<file path="src/rtl/obstacle_spawner.sv">
// Obstacle spawner: a row of independent obstacle slots fed by a shared
// gap timer. The lowest free slot receives each new obstacle.

module obstacle_slot #(
    parameter int SCREEN_W = 640
) (
    input  logic       clk,
    input  logic       rst_n,
    input  logic       i_tick,
    input  logic       i_spawn,
    input  logic [1:0] i_type,
    input  logic [5:0] i_speed,
    output logic [9:0] o_x,
    output logic [9:0] o_y,
    output logic [7:0] o_w,
    output logic [7:0] o_ht,
    output logic       o_active
);
    typedef enum logic {S_IDLE, S_MOVE} state_t;

    localparam logic [9:0] X_CACTUS = 10'(SCREEN_W + 30);
    localparam logic [9:0] X_FLYER  = 10'(SCREEN_W + 60);

    state_t     r_state;
    logic [9:0] r_x, r_y;
    logic [7:0] r_w, r_ht;
    logic       r_active;
    logic [9:0] w_speed;

    assign w_speed = {4'd0, i_speed};

    always_ff @(posedge clk) begin
        if (!rst_n) begin
            r_state  <= S_IDLE;
            r_x      <= X_CACTUS;
            r_y      <= 10'd360;
            r_w      <= 8'd30;
            r_ht     <= 8'd80;
            r_active <= 1'b0;
        end else if (i_tick) begin
            case (r_state)
                S_IDLE: begin
                    if (i_spawn) begin
                        r_state  <= S_MOVE;
                        r_active <= 1'b1;
                        case (i_type)
                            2'd1: begin
                                r_x <= X_FLYER;  r_y <= 10'd375; r_w <= 8'd60; r_ht <= 8'd30;
                            end
                            2'd2: begin
                                r_x <= X_FLYER;  r_y <= 10'd405; r_w <= 8'd60; r_ht <= 8'd30;
                            end
                            default: begin
                                r_x <= X_CACTUS; r_y <= 10'd360; r_w <= 8'd30; r_ht <= 8'd80;
                            end
                        endcase
                    end
                end
                S_MOVE: begin
                    // Retire rather than subtract when the step would reach or pass zero.
                    if (r_x > w_speed) begin
                        r_x <= r_x - w_speed;
                    end else begin
                        r_state  <= S_IDLE;
                        r_active <= 1'b0;
                        r_x      <= 10'(SCREEN_W) + {2'b00, r_w};
                    end
                end
                default: r_state <= S_IDLE;
            endcase
        end
    end

    assign o_x      = r_x;
    assign o_y      = r_y;
    assign o_w      = r_w;
    assign o_ht     = r_ht;
    assign o_active = r_active;
endmodule

module obstacle_spawner #(
    parameter int         NUM_SLOTS = 3,
    parameter int         SCREEN_W  = 640,
    parameter int         MIN_GAP   = 40,
    parameter logic [7:0] GAP_MASK  = 8'h7F
) (
    input  logic                      clk,
    input  logic                      rst_n,
    input  logic                      tick,
    input  logic                      run,
    input  logic [7:0]                rnd,
    input  logic [5:0]                speed,
    output logic [10*NUM_SLOTS-1:0]   obs_x,
    output logic [10*NUM_SLOTS-1:0]   obs_y,
    output logic [8*NUM_SLOTS-1:0]    obs_w,
    output logic [8*NUM_SLOTS-1:0]    obs_ht,
    output logic [NUM_SLOTS-1:0]      obs_active,
    output logic [15:0]               spawn_count
);
    logic [15:0]          r_gap;
    logic [15:0]          r_count;
    logic [NUM_SLOTS-1:0] w_active;
    logic [NUM_SLOTS-1:0] w_free;
    logic [NUM_SLOTS-1:0] w_sel;
    logic                 w_spawn;

    // Free slots are judged before this tick's retirements take effect.
    assign w_free  = ~w_active;
    assign w_sel   = w_free & (~w_free + NUM_SLOTS'(1));
    assign w_spawn = tick & run & (r_gap == 16'd0) & (|w_free);

    always_ff @(posedge clk) begin
        if (!rst_n) begin
            r_gap   <= 16'(MIN_GAP);
            r_count <= 16'd0;
        end else if (tick) begin
            if (w_spawn) begin
                r_gap   <= 16'(MIN_GAP) + {8'd0, rnd & GAP_MASK};
                r_count <= r_count + 16'd1;
            end else if (r_gap != 16'd0) begin
                r_gap <= r_gap - 16'd1;
            end
        end
    end

    genvar gi;
    generate
        for (gi = 0; gi < NUM_SLOTS; gi++) begin : g_slot
            obstacle_slot #(.SCREEN_W(SCREEN_W)) u_slot (
                .clk      (clk),
                .rst_n    (rst_n),
                .i_tick   (tick),
                .i_spawn  (w_spawn & w_sel[gi]),
                .i_type   (rnd[1:0]),
                .i_speed  (speed),
                .o_x      (obs_x[10*gi +: 10]),
                .o_y      (obs_y[10*gi +: 10]),
                .o_w      (obs_w[8*gi +: 8]),
                .o_ht     (obs_ht[8*gi +: 8]),
                .o_active (w_active[gi])
            );
        end
    endgenerate

    assign obs_active  = w_active;
    assign spawn_count = r_count;
endmodule

</file>
<file path="config.mk">
export PLATFORM = sky130hd
export DESIGN_NAME = obstacle_spawner
export DESIGN_NICKNAME = d
export VERILOG_FILES = /design/src/rtl/obstacle_spawner.sv
export SDC_FILE = /design/constraint.sdc
export NUM_CORES = 1
export LEC_CHECK = 0
export BUFFER_PORTS_ARGS = -buffer_cell sky130_fd_sc_hd__buf_2
export CORE_MARGIN = 2
export CORE_UTILIZATION = 56
export CTS_BUF_LIST = sky130_fd_sc_hd__clkbuf_4 sky130_fd_sc_hd__clkbuf_8
export DETAILED_ROUTE_END_ITERATION = 16
export GPL_TIMING_DRIVEN = 0
export PLACE_DENSITY = 0.84
export SLEW_MARGIN = 10
export SYNTH_ARGS = -nofsm -noshare
export SYNTH_HDL_FRONTEND = slang
export SYNTH_HIERARCHICAL = 1
export SYNTH_SLANG_ARGS = --single-unit
</file>
<file path="constraint.sdc">
create_clock -name clk -period 3.4 [get_ports clk]
set_clock_uncertainty 0.2 [all_clocks]
set_input_delay 0.17 -clock clk [delete_from_list [all_inputs] [get_ports clk]]
set_output_delay 0.17 -clock clk [all_outputs]
set_load 0.05 [all_outputs]
</file>
Yosys cells after proc, flatten, opt, wreduce, memory -nomap -nowiden:

Index checks and enable logic that the tools add are counted.

* bits in registers: 146
* latch bits: 0
* memory bits (writable): 0
* memory bits (read-only): 0
* input port bits: 18
* logic and storage cells: 102
* memories kept: 0

* $add $sub $neg: 10
* multiply operators: 0
* div/mod/pow operators: 0
* order comparisons: 3
* equality and inequality tests: 8
* shift operators: 0
* multiplexer cells: 33
* bitwise operators: 12
* reduce and logical (&&, ||, !) cells: 16

Operator list (number)
* $mux 10: 6
* $pmux 10 s2: 3
* $mux 16: 2
* $add 10x8->10 const A: 3
* $gt 10x6->1: 3
* $sub 10x6->10: 3
* $reduce_and 3->1: 6
* $add 16x1->16 const B: 1
* $logic_not 16->1: 1
* $pmux 8 s2: 1
* $reduce_bool 16->1: 1
* $sub 16x1->16 const B: 1
* $mux 1: 12
* $mux 6: 2
* $pmux 1 s2: 6
* $reduce_and 2->1: 5
* $add 6x7->8 const A: 1
* $mux 7: 1
* $and 1x1->1: 6
* $ne 2x1->1 const B: 3
* $ne 2x2->1 const B: 3
* $not 3->3: 2
* $add 3x1->3 const B: 1
* $and 3x3->3: 1
* 6 further kinds: 8

Logic depth before layout (Yosys ltp):

Gate-level depths: netlist of run 1.

* word-level depth: 7
* depth in mapped cells: 12
* gate-level depth less buffers: 12

Cells and area by module:

The synthesis of run 1 kept the hierarchy.

By module, submodules not included
* obstacle_slot: times used 3, cells an instance 150, area an instance 1288.7 µm², sequential area each 340.3 µm²
* obstacle_spawner: times used 1, cells an instance 213, area an instance 1785.5 µm², sequential area each 640.6 µm²

Worst setup path before layout of run 1:

Ideal clock, no wire load.

* path type: register to register
* start: register g_slot[2].u_slot.r_active
* end: register g_slot[2].u_slot.r_x[7]
* library setup time: 0.064 ns
* arrival: 3.049 ns
* path slack: 0.087 ns
* stages on the path, launching flop included: 11
* clock period less this slack: 3.313 ns
* cells stage by stage: dfxtp_1 -> and3_1 -> nand4bb_1 -> nor2_2 -> nand2_1 -> nor3b_1 -> o21ai_2 -> or4_1 -> o21ba_2 -> or3_2 -> nand3_1

* cells in the longest elaborated chain, start to end: 7
* elaborated cells on any way between the ends: 9
* those cells by class: 1 x add/sub; 1 x eq/ne; 5 x bitwise; 2 x reduce/logical

RTL lines
* start: declaration: line 27 `logic r_active;`
* start signal: assignment: line 39 `r_active <= 1'b0;`
* start signal: assignment: line 45 `r_active <= 1'b1;`
* start signal: assignment: line 65 `r_active <= 1'b0;`
* $not 3->3 (*): line 108 `assign w_free = ~w_active;`
* $not 3->3: line 109 `assign w_sel = w_free & (~w_free + NUM_SLOTS'(1));`
* $add 3x1->3: line 109
* $and 3x3->3: line 109
* $and 1x1->1 (*): line 133 `.i_spawn (w_spawn & w_sel[gi]),`
* $ne 2x1->1 (no source line) (*)
* $reduce_and 2->1 (no source line) (*)
* end signal: assignment: line 62 `r_x <= r_x - w_speed;`
* end signal: assignment: line 66 `r_x <= 10'(SCREEN_W) + {2'b00, r_w};`
* end: declaration: line 25 `logic [9:0] r_x, r_y;`

Every way passes the cells marked *; elsewhere a longest branch is shown, timed or not.
A chain may end at the register's enable or synchronous reset.

Final worst setup path of run 1:

* start: register g_slot[2].u_slot.r_active
* end: register g_slot[0].u_slot.r_x[9]

* cells in the longest elaborated chain, start to end: 6

RTL lines
* $not 3->3: line 108
* $reduce_or 3->1: line 110 `assign w_spawn = tick & run & (r_gap == 16'd0) & (|w_free);`
* $and 1x1->1: line 110
* $and 1x1->1: line 133
* $ne 2x1->1 (no source line)
* $reduce_and 2->1 (no source line)
* end signal: assignment: line 62
* end signal: assignment: line 66
* end: declaration: line 25

Every way passes these cells.

==> run summary, run 1 <==
status: completed
largest net degree at the start of global routing: 14
Post-synth top cells: 83 x dfxtp_1, 67 x buf_4, 58 x nor2_1, 43 x inv_1, 34 x a21oi_1
Worst-Margin Slew: 594 ps
GRT Total Usage: 0.255
Rows: 36
Worst Slack Setup Final: 136 ps
largest family of logic cells by synthesized area: compound AO/OA/AOI/OAI gates
H-tree depth: 3
Async SR Flop Fraction: 0
Total Neg Setup Slack: 0 ps
die height: 104 um
Crit. End Element: flip-flop
post-synthesis cell type count: 73
Power Density: 307 nW/um2
post-synthesis mux area share: 0.0179
final core utilization: 0.696
most frequent cell after synthesis: dfxtp_1
register area share after synthesis: 0.294
CORE AREA: 9770 um2
Worst-path clk slew: 80 ps
worst hold margin: 30.1 ps
fmax: 306 MHz
worst vdd ir: 0.243 mV
Post-synth EDFFs: 0
Syn Inst Count: 663
GP Congestion: 0.895
Ys Warns: 6
synthesis-stage register bit count: 83
DIE WIDTH: 104 um
Synth Area in XOR/XNOR: 0.0310
fin crit period: 3260 ps
Slew Limit Fails: 0
max_slew headroom: 0.602
clock tree sinks: 83
drt pass-1 iters: 5
Avg WL per Cell: 14.7 um
RSZ-0062 raised after global routing: no
Top Ports: 145
Post-DP Area: 6460 um2
Min-Delay Path Class: input pin to flip-flop
grt total ovfl: 0
initial drt markers: 298
Arrival @ worst endpoint: 3280 ps
Leakage: 3.02 nW
post-route ant nets: 0
post-synth top area cell: dfxtp_1
MaxCap Viol Count: 0
Setup CP Type: flip-flop to flip-flop
hpwl dp: 10.5 mm
initial core utilization: 0.578
DRC viols: 0
vias: 5341
period utilization: 0.960
Detailed Route WL: 14.1 mm
Max clock buf depth: 2
Critical Path RT: 3410 ps
Startpoint Class: flip-flop
Final Hold Violating Endpoints: 0
CTS Buf Count: 9
fin nets: 873
Finish-stage setup viols: 0
Synth area leaders: dfxtp_1 29%, buf_4 8.9%, ha_1 6.9%
Synth Area in Adders: 0.0793
first-pass GRT wire length: 23.2 mm
post-synth top area share: 0.294
Clk Latency, worst-skew pair: 360 ps
root buf cell: clkbuf_8
DR vias/cell: 5.57
pre-CTS setup slack: -255 ps
Mapped Area: 5650 um2
CTS tree: done
Syn Area/Cell: 8.52 um2
Worst Path Max Fanout: 8
top_reg_cell synth: dfxtp_1
Compound-Gate Fraction of Synth Area: 0.220
Diodes inserted: 0
die area: 10900 um2
antenna violations before repair: 0
Layout area overhead: 20.3%
I/O Buffers: 106
simple-gate share of the synthesized area: 0.214
vias in the first global route: 5014
post-route cell area: 6800 um2
share of layout cells above drive strength 1: 0.301
-- state kept, by name (all words and copies together) (netlist names) --
name / cells
g_slot.u_slot/o_x: 30
r_gap: 16
spawn_count: 16
g_slot.u_slot/o_y: 15
g_slot.u_slot/o_active: 3
g_slot.u_slot/r_state: 3
-- routing by layer --
layer / vias up / part of all wire / global-route usage
li1: 2604 / - / -
met3: 32 / 0.061 / 0.0470
met4: 0 / 0.024 / 0.104
met5: - / 0 / 0
met2: 217 / 0.49 / 0.434
met1: 2488 / 0.42 / 0.316
-- power breakdown --
group	switching (mW)	internal, mW
Sequential	0.00818	0.977
Clock	0.361	0.375
Combinational	0.240	0.127
Total	0.610	1.48
-- area by class of cell --
type / count / area [um2]
multi-input combinational: 483 / 3340
buffer: 83 / 626
clock buffer: 12 / 153
clock inverter: 4 / 50.0
inverter: 44 / 165
fill: 789 / 2970
sequential: 83 / 1660
tap: 133 / 166
timing repair buffer: 117 / 636
-- placed cells by master (no fill, tap or decap), types with 5 or more instances in the layout --
master,n
buf_2,108
dfxtp_1,83
buf_4,69
nor2_1,56
inv_1,43
conb_1,36
a21oi_1,34
nand2_1,32
ha_1,31
o21ai_0,20
o211ai_1,17
nand3_1,17
nor3_1,13
xor2_1,12
nor2b_1,12
nand4_1,10
or3_1,10
clkbuf_8,10
o31ai_1,9
a211oi_1,9
mux2i_1,9
o22a_1,9
dlygate4sd3_1,9
buf_6,8
xnor2_1,8
nor3b_1,7
or4_1,7
o21a_1,7
nand2b_1,7
clkbuf_1,6
o311ai_0,6
o21ai_1,5
a31oi_1,5
-- stage by stage --
stage                     power (mW)  cells
after global placement          1.35    932
final                           2.09    959
after floorplan                 1.29    693
after CTS                       2.10    957
after detailed placement        1.36    932
after global routing            2.18    959
-- path summary, 6_finish.rpt --
check	end	slack (ps)	depth (start not counted)	startpoint
hold / removal	g_slot[2].u_slot/o_x[6]	30	3	tick
hold reg to reg	spawn_count[15]	290	2	spawn_count[15]
setup / recovery	g_slot[0].u_slot/o_x[9]	140	10	g_slot[2].u_slot/o_active
setup reg to reg	g_slot[0].u_slot/o_x[9]	140	10	g_slot[2].u_slot/o_active
-- what timing repair did --
action	4_1_cts	5_1_grt
pin swaps	0	1
setup endpoints to repair	3	6
endpoints found under the hold margin	21	0
buffers inserted	0	2
gates resized for setup	2	5
hold buffers	9	0
-- worst max-delay path, stage by stage, from the launching register on --
cell and delay [ps]:
dfxtp_1 390, and3_1 270, nand4bb_2 380, or2_1 310
buf_2 200, nor2_2 190, o21ai_2 120, or4_1 420
o21ba_2 240, o41ai_1 260, o211ai_1 150
-- logic make-up after synthesis --
family / Yosys count
AOI/OAI and AO/OA: 171
xor gates and xnor gates: 20
adders and majority gates: 34
buffers and inverters: 127
DFF: 83
muxes: 10
other: 6
and+or+nand+nor: 212
Power figures use the tool's default switching activity.
==> inputs of run 2 (changes only) <==
--- a/config.mk
+++ b/config.mk
@@ -6,7 +6,7 @@
 export NUM_CORES = 1
 export LEC_CHECK = 0
 export BUFFER_PORTS_ARGS = -buffer_cell sky130_fd_sc_hd__buf_2
-export CORE_MARGIN = 2
+export CORE_MARGIN = 10
 export CORE_UTILIZATION = 56
 export CTS_BUF_LIST = sky130_fd_sc_hd__clkbuf_4 sky130_fd_sc_hd__clkbuf_8
 export DETAILED_ROUTE_END_ITERATION = 16
==> run 2 against run 1 <==
Net effect: critical endpoint is now g_slot[2].u_slot/o_x[7]; critical path type unchanged; sequential share of layout area unchanged; core utilization decreased by 0.32 points; non-clock buffer count decreased by 2; sequential cell count unchanged; combinational power about the same; die area increased by 33%; global-route usage decreased by 5.0 points; via count decreased by 0.17%.
==> run summary, run 2 (synthesis results as in run 1) <==
fin nets: 871
post-route cell area: 6800 um2
Largest register FFs: 30
initial drt markers: 366
post-route ant nets: 0
Worst Path Max Fanout: 5
Crit. End Element: flip-flop
hpwl dp: 11.9 mm
CTS tree: done
grt total ovfl: 0
fin crit period: 3270 ps
GRT Total Usage: 0.205
Arrival @ worst endpoint: 3380 ps
largest net degree at the start of global routing: 14
antenna violations before repair: 0
die height: 120 um
Leakage: 3.02 nW
RSZ-0062 raised after global routing: no
Startpoint Class: flip-flop
MaxCap Viol Count: 0
most common cell after layout, fill and taps aside: buf_2
Diodes inserted: 0
Min-Delay Path Class: input pin to flip-flop
Final Hold Violating Endpoints: 0
Post-DP Area: 6460 um2
DR vias/cell: 5.58
Slew Limit Fails: 0
share of layout cells above drive strength 1: 0.300
period utilization: 0.961
Crit-path slowest cell: or4_1
initial core utilization: 0.576
Top Ports: 145
final core utilization: 0.693
vias in the first global route: 5302
vias: 5332
GP Congestion: 0.949
die area: 14500 um2
worst vdd ir: 0.175 mV
fmax: 306 MHz
clock tree sinks: 83
max_slew headroom: 0.609
Finish-stage setup viols: 0
first-pass GRT wire length: 25.3 mm
Power Density: 317 nW/um2
worst-path cell chain: and3_1 > nand4bb_2 > nor2_4 > nand2_1 > nor3b_4 > o21ai_2 > or4_1 > o21ba_2 > or3_2 > nand3_1
Clk Latency, worst-skew pair: 360 ps
Overall Power: 2.15 mW
Setup CP Type: flip-flop to flip-flop
CP max stage delay: 410 ps
DRC viols: 0
Total Neg Setup Slack: 0 ps
commonest cells after routing, fill and taps aside: 108 x buf_2, 83 x dfxtp_1, 68 x buf_4
Worst path top cell family by delay: simple AND/OR/NAND/NOR gates
root buf cell: clkbuf_8
drt pass-1 iters: 5
Critical Path RT: 3510 ps
Detailed Route WL: 15.4 mm
Layout Cells excl Fill: 956
CTS Buf Count: 9
Rows: 36
CORE AREA: 9820 um2
I/O Buffers: 106
Placed Instances: 932
DIE WIDTH: 120 um
Avg WL per Cell: 16.1 um
Max clock buf depth: 2
Layout area overhead: 20.3%
Worst-Margin Slew: 583 ps
status: completed
H-tree depth: 3
crit path buf inv count: 0
Worst-path clk slew: 90 ps
run 2: changes by cell type in the layout (fill, tap and decap cells not counted), sizes merged:
cell         previous run  this run
dlygate4sd3             9         8
bufinv                  1         2
buf                   185       184
clkinv                  2         1
clkbuf                 18        17
run 2: worst reg2reg max path, cell delays in order, from the launching register on:
cell	delay (ps)
dfxtp_1	390
and3_1	300
nand4bb_2	380
nor2_4	250
nand2_1	150
nor3b_4	280
o21ai_2	140
or4_1	410
o21ba_2	230
or3_2	400
nand3_1	80
run 2: layer usage:
layer / global-route usage / vias up / share of wire
met2: 0.360 / 208 / 0.50
met4: 0.0505 / 0 / 0.012
met3: 0.0549 / 21 / 0.068
met5: 0 / - / 0
li1: - / 2613 / -
met1: 0.242 / 2490 / 0.42
run 2: repair_timing:
action                     CTS  global route
pin swaps                    0             1
hold endpoints to repair    16             0
hold buffers                 8             0
resized for setup            2             5
setup buffers                0             1
setup endpoints to repair    4             6
run 2: layout make-up:
| cell class | count | area, um2 |
|---|---|---|
| clock inverters | 4 | 75.1 |
| repair buffers | 115 | 618 |
| fillers | 822 | 3020 |
| clock buffers | 11 | 145 |
| multi-input cells | 483 | 3340 |
| plain buffers | 83 | 626 |
| well taps | 133 | 166 |
| inverters | 44 | 165 |
| flip-flops and latches | 83 | 1660 |
run 2: through the flow:
step                      setup slack [ps]  hold WS, ps
after global routing                  4.37         16.1
final                                  133         9.02
after CTS                             15.8        0.532
after floorplan                       86.9          123
after detailed placement              -315          283
after global placement                -202          265
run 2: final timing paths:
path                             start                       to  slack (ps)  cells after the start
min                             rnd[6]                 r_gap[6]           9                      4
max          g_slot[2].u_slot/o_active  g_slot[2].u_slot/o_x[7]         130                     10
max reg2reg  g_slot[2].u_slot/o_active  g_slot[2].u_slot/o_x[7]         130                     10
min reg2reg    g_slot[1].u_slot/o_y[1]  g_slot[1].u_slot/o_y[1]         290                      2
run 2: report_power, final:
group | internal (mW) | switching, mW
Combinational | 0.127 | 0.243
Clock | 0.438 | 0.361
Sequential | 0.978 | 0.00770
Total | 1.54 | 0.612
==> inputs of run 3 (changes only) <==
--- a/config.mk
+++ b/config.mk
@@ -5,13 +5,14 @@
 export SDC_FILE = /design/constraint.sdc
 export NUM_CORES = 1
 export LEC_CHECK = 0
+export ABC_AREA = 1
 export BUFFER_PORTS_ARGS = -buffer_cell sky130_fd_sc_hd__buf_2
 export CORE_MARGIN = 10
 export CORE_UTILIZATION = 56
 export CTS_BUF_LIST = sky130_fd_sc_hd__clkbuf_4 sky130_fd_sc_hd__clkbuf_8
 export DETAILED_ROUTE_END_ITERATION = 16
 export GPL_TIMING_DRIVEN = 0
-export PLACE_DENSITY = 0.84
+export PLACE_DENSITY = 0.83
 export SLEW_MARGIN = 10
 export SYNTH_ARGS = -nofsm -noshare
 export SYNTH_HDL_FRONTEND = slang
==> run 3 against run 2 <==
Net effect: global-route usage is 1.2 points lower; worst setup slack better by 490 ps; via count is 8.6% higher; sequential cell count stayed put; first-iteration DRC count is 11% higher; non-clock buffer count is 13 lower; register-to-register slack better by 490 ps; total power is 3.1% higher; sequential power hardly changed; core utilization is 1.1 points lower; combinational power is 15% higher.
==> run summary, run 3 <==
status: completed
Seq pwr share: 0.450
initial drt markers: 408
worst vdd ir: 0.221 mV
Syn Inst Count: 880
Arrival @ worst endpoint: 2820 ps
Rows: 37
largest net degree at the start of global routing: 15
Diodes inserted: 0
I/O Buffers: 107
Syn Area/Cell: 6.86 um2
Final Hold Violating Endpoints: 0
Net Sw Frac: 0.299
Psw: 0.665 mW
Synth area leaders: dfxtp_1 28%, nand2_1 12%, buf_4 7.8%
Layout Cells excl Fill: 1171
Placed Instances: 1153
DIE WIDTH: 124 um
DRC viols: 0
drt pass-1 iters: 5
Critical Path RT: 3450 ps
die height: 124 um
share of layout cells above drive strength 1: 0.252
Worst Path Max Fanout: 10
Power Density: 313 nW/um2
Max clock buf depth: 2
Total Neg Setup Slack: 0 ps
post-synth top area share: 0.275
Top Ports: 145
Finish-stage setup viols: 0
GP Congestion: 0.956
antenna violations before repair: 1
CTS tree: done
vias: 5791
most frequent cell after synthesis: nand2_1
GRT Total Usage: 0.193
Avg WL per Cell: 12.7 um
Layout area overhead: 17.6%
Slew Limit Fails: 0
post-synth top area cell: dfxtp_1
root buf cell: clkbuf_8
Int Pwr: 1.56 mW
Startpoint Class: flip-flop
die area: 15300 um2
Async SR Flop Fraction: 0
Leakage: 3.61 nW
synthesis-stage register bit count: 83
grt total ovfl: 0
Worst-path clk slew: 90 ps
hpwl dp: 12.0 mm
period utilization: 0.816
Ys Warns: 6
DR vias/cell: 4.95
Clk pwr share: 0.359
fmax: 360 MHz
first-pass GRT wire length: 24.6 mm
register area share after synthesis: 0.275
CTS Buf Count: 9
post-route ant nets: 0
Largest register FFs: 30
CORE AREA: 10400 um2
Post-synth EDFFs: 0
vias in the first global route: 5520
most common cell after layout, fill and taps aside: nand2_1
H-tree depth: 3
clock tree sinks: 83
RSZ-0062 raised after global routing: no
combinational power share: 0.191
fin nets: 1082
commonest cells after routing, fill and taps aside: 193 x nand2_1, 120 x nor2_1, 108 x buf_2
Detailed Route WL: 14.9 mm
initial core utilization: 0.579
post-synthesis cell type count: 41
Clk Latency, worst-skew pair: 350 ps
MaxCap Viol Count: 0
Min-Delay Path Class: input pin to flip-flop
top_reg_cell synth: dfxtp_1
Post-synth top cells: 193 x nand2_1, 120 x nor2_1, 103 x inv_1, 83 x dfxtp_1, 63 x buf_4
Setup CP Type: flip-flop to flip-flop
Crit. End Element: flip-flop
post-cts resize count: 0
fin crit period: 2770 ps
Mapped Area: 6030 um2
buffer count from post-CTS setup fixing: 0
run 3: cell count changes after synthesis, sizes merged, moves of 13 or more:
| cell | previous run | this run |
|---|---|---|
| o21ai | 28 | 42 |
| o211ai | 17 | 1 |
| nand2 | 32 | 215 |
| or3 | 14 | 0 |
| nor2 | 60 | 128 |
| a21oi | 34 | 47 |
| nand3 | 18 | 55 |
| inv | 43 | 112 |
run 3: timing repair:
action	4_1_cts	5_1_grt
hold endpoints to repair	2	0
endpoints found under the setup margin	0	0
hold buffers	2	0
run 3: layer usage:
| metal | global-route usage | up-vias | part of all wire |
|---|---|---|---|
| li1 | - | 2993 | - |
| met1 | 0.243 | 2619 | 0.44 |
| met2 | 0.319 | 163 | 0.46 |
| met3 | 0.0457 | 16 | 0.082 |
| met4 | 0.0633 | 0 | 0.012 |
| met5 | 0 | - | 0 |
run 3: cell type report:
type,instances,area (um2)
Buffer,76,579
Clock buffer,10,138
Clock inverter,6,88.8
Fill cell,938,3320
Inverter,113,439
Multi-Input combinational cell,638,3470
Sequential cell,83,1660
Tap cell,136,170
Timing Repair Buffer,109,556
run 3: worst max-delay path: stages (launching register included):
cell and delay, ps:
dfxtp_1 340, inv_1 100, ha_1 240, nand2_1 110
nor2_4 160, nand3_2 150, buf_6 180, nor3b_1 390
o21ai_4 180, inv_6 140, nand4_1 140, nor2_1 150
xnor2_1 140, nor2_1 50
run 3: per-stage QoR:
stage	hold slack, ps	utilization	power, mW	setup slack (ps)	instance area [um2]
after global placement	266	0.658	1.43	661	6850
final	17.8	0.681	2.22	626	7100
after CTS	0.239	0.681	2.24	633	7100
after global routing	41.3	0.681	2.33	292	7100
after detailed placement	274	0.658	1.44	639	6850
after floorplan	115	-	1.36	902	6150
run 3: final timing paths:
kind              slack [ps]                      end               startpoint  depth (start not counted)
setup / recovery         630  g_slot[1].u_slot/o_x[8]                 r_gap[0]                         13
hold reg to reg          290  g_slot[1].u_slot/o_x[7]  g_slot[1].u_slot/o_x[7]                          2
setup reg to reg         630  g_slot[1].u_slot/o_x[8]                 r_gap[0]                         13
hold / removal            20                 r_gap[5]                   rnd[5]                          5
run 3: power groups by stage:
stage               Sequential (mW)  Combinational, mW  Clock (mW)
floorplan                      1.02              0.342           0
global placement               1.02              0.408           0
detailed placement             1.02              0.416           0
CTS                           0.999              0.420       0.817
global route                   1.00              0.471       0.860
finish                         1.00              0.424       0.797
run 3: cells by family (layout without fill, tap and decap cells):
kind of cell               Yosys count  count (layout)  synth area share
DFF                                 83              83             0.275
xor gates and xnor gates            21              21            0.0305
AOI/OAI and AO/OA                   98              98            0.0935
other                                6              36           0.00373
buffers and inverters              189             314             0.169
and+or+nand+nor                    449             449             0.354
adders and majority gates           34              34            0.0742
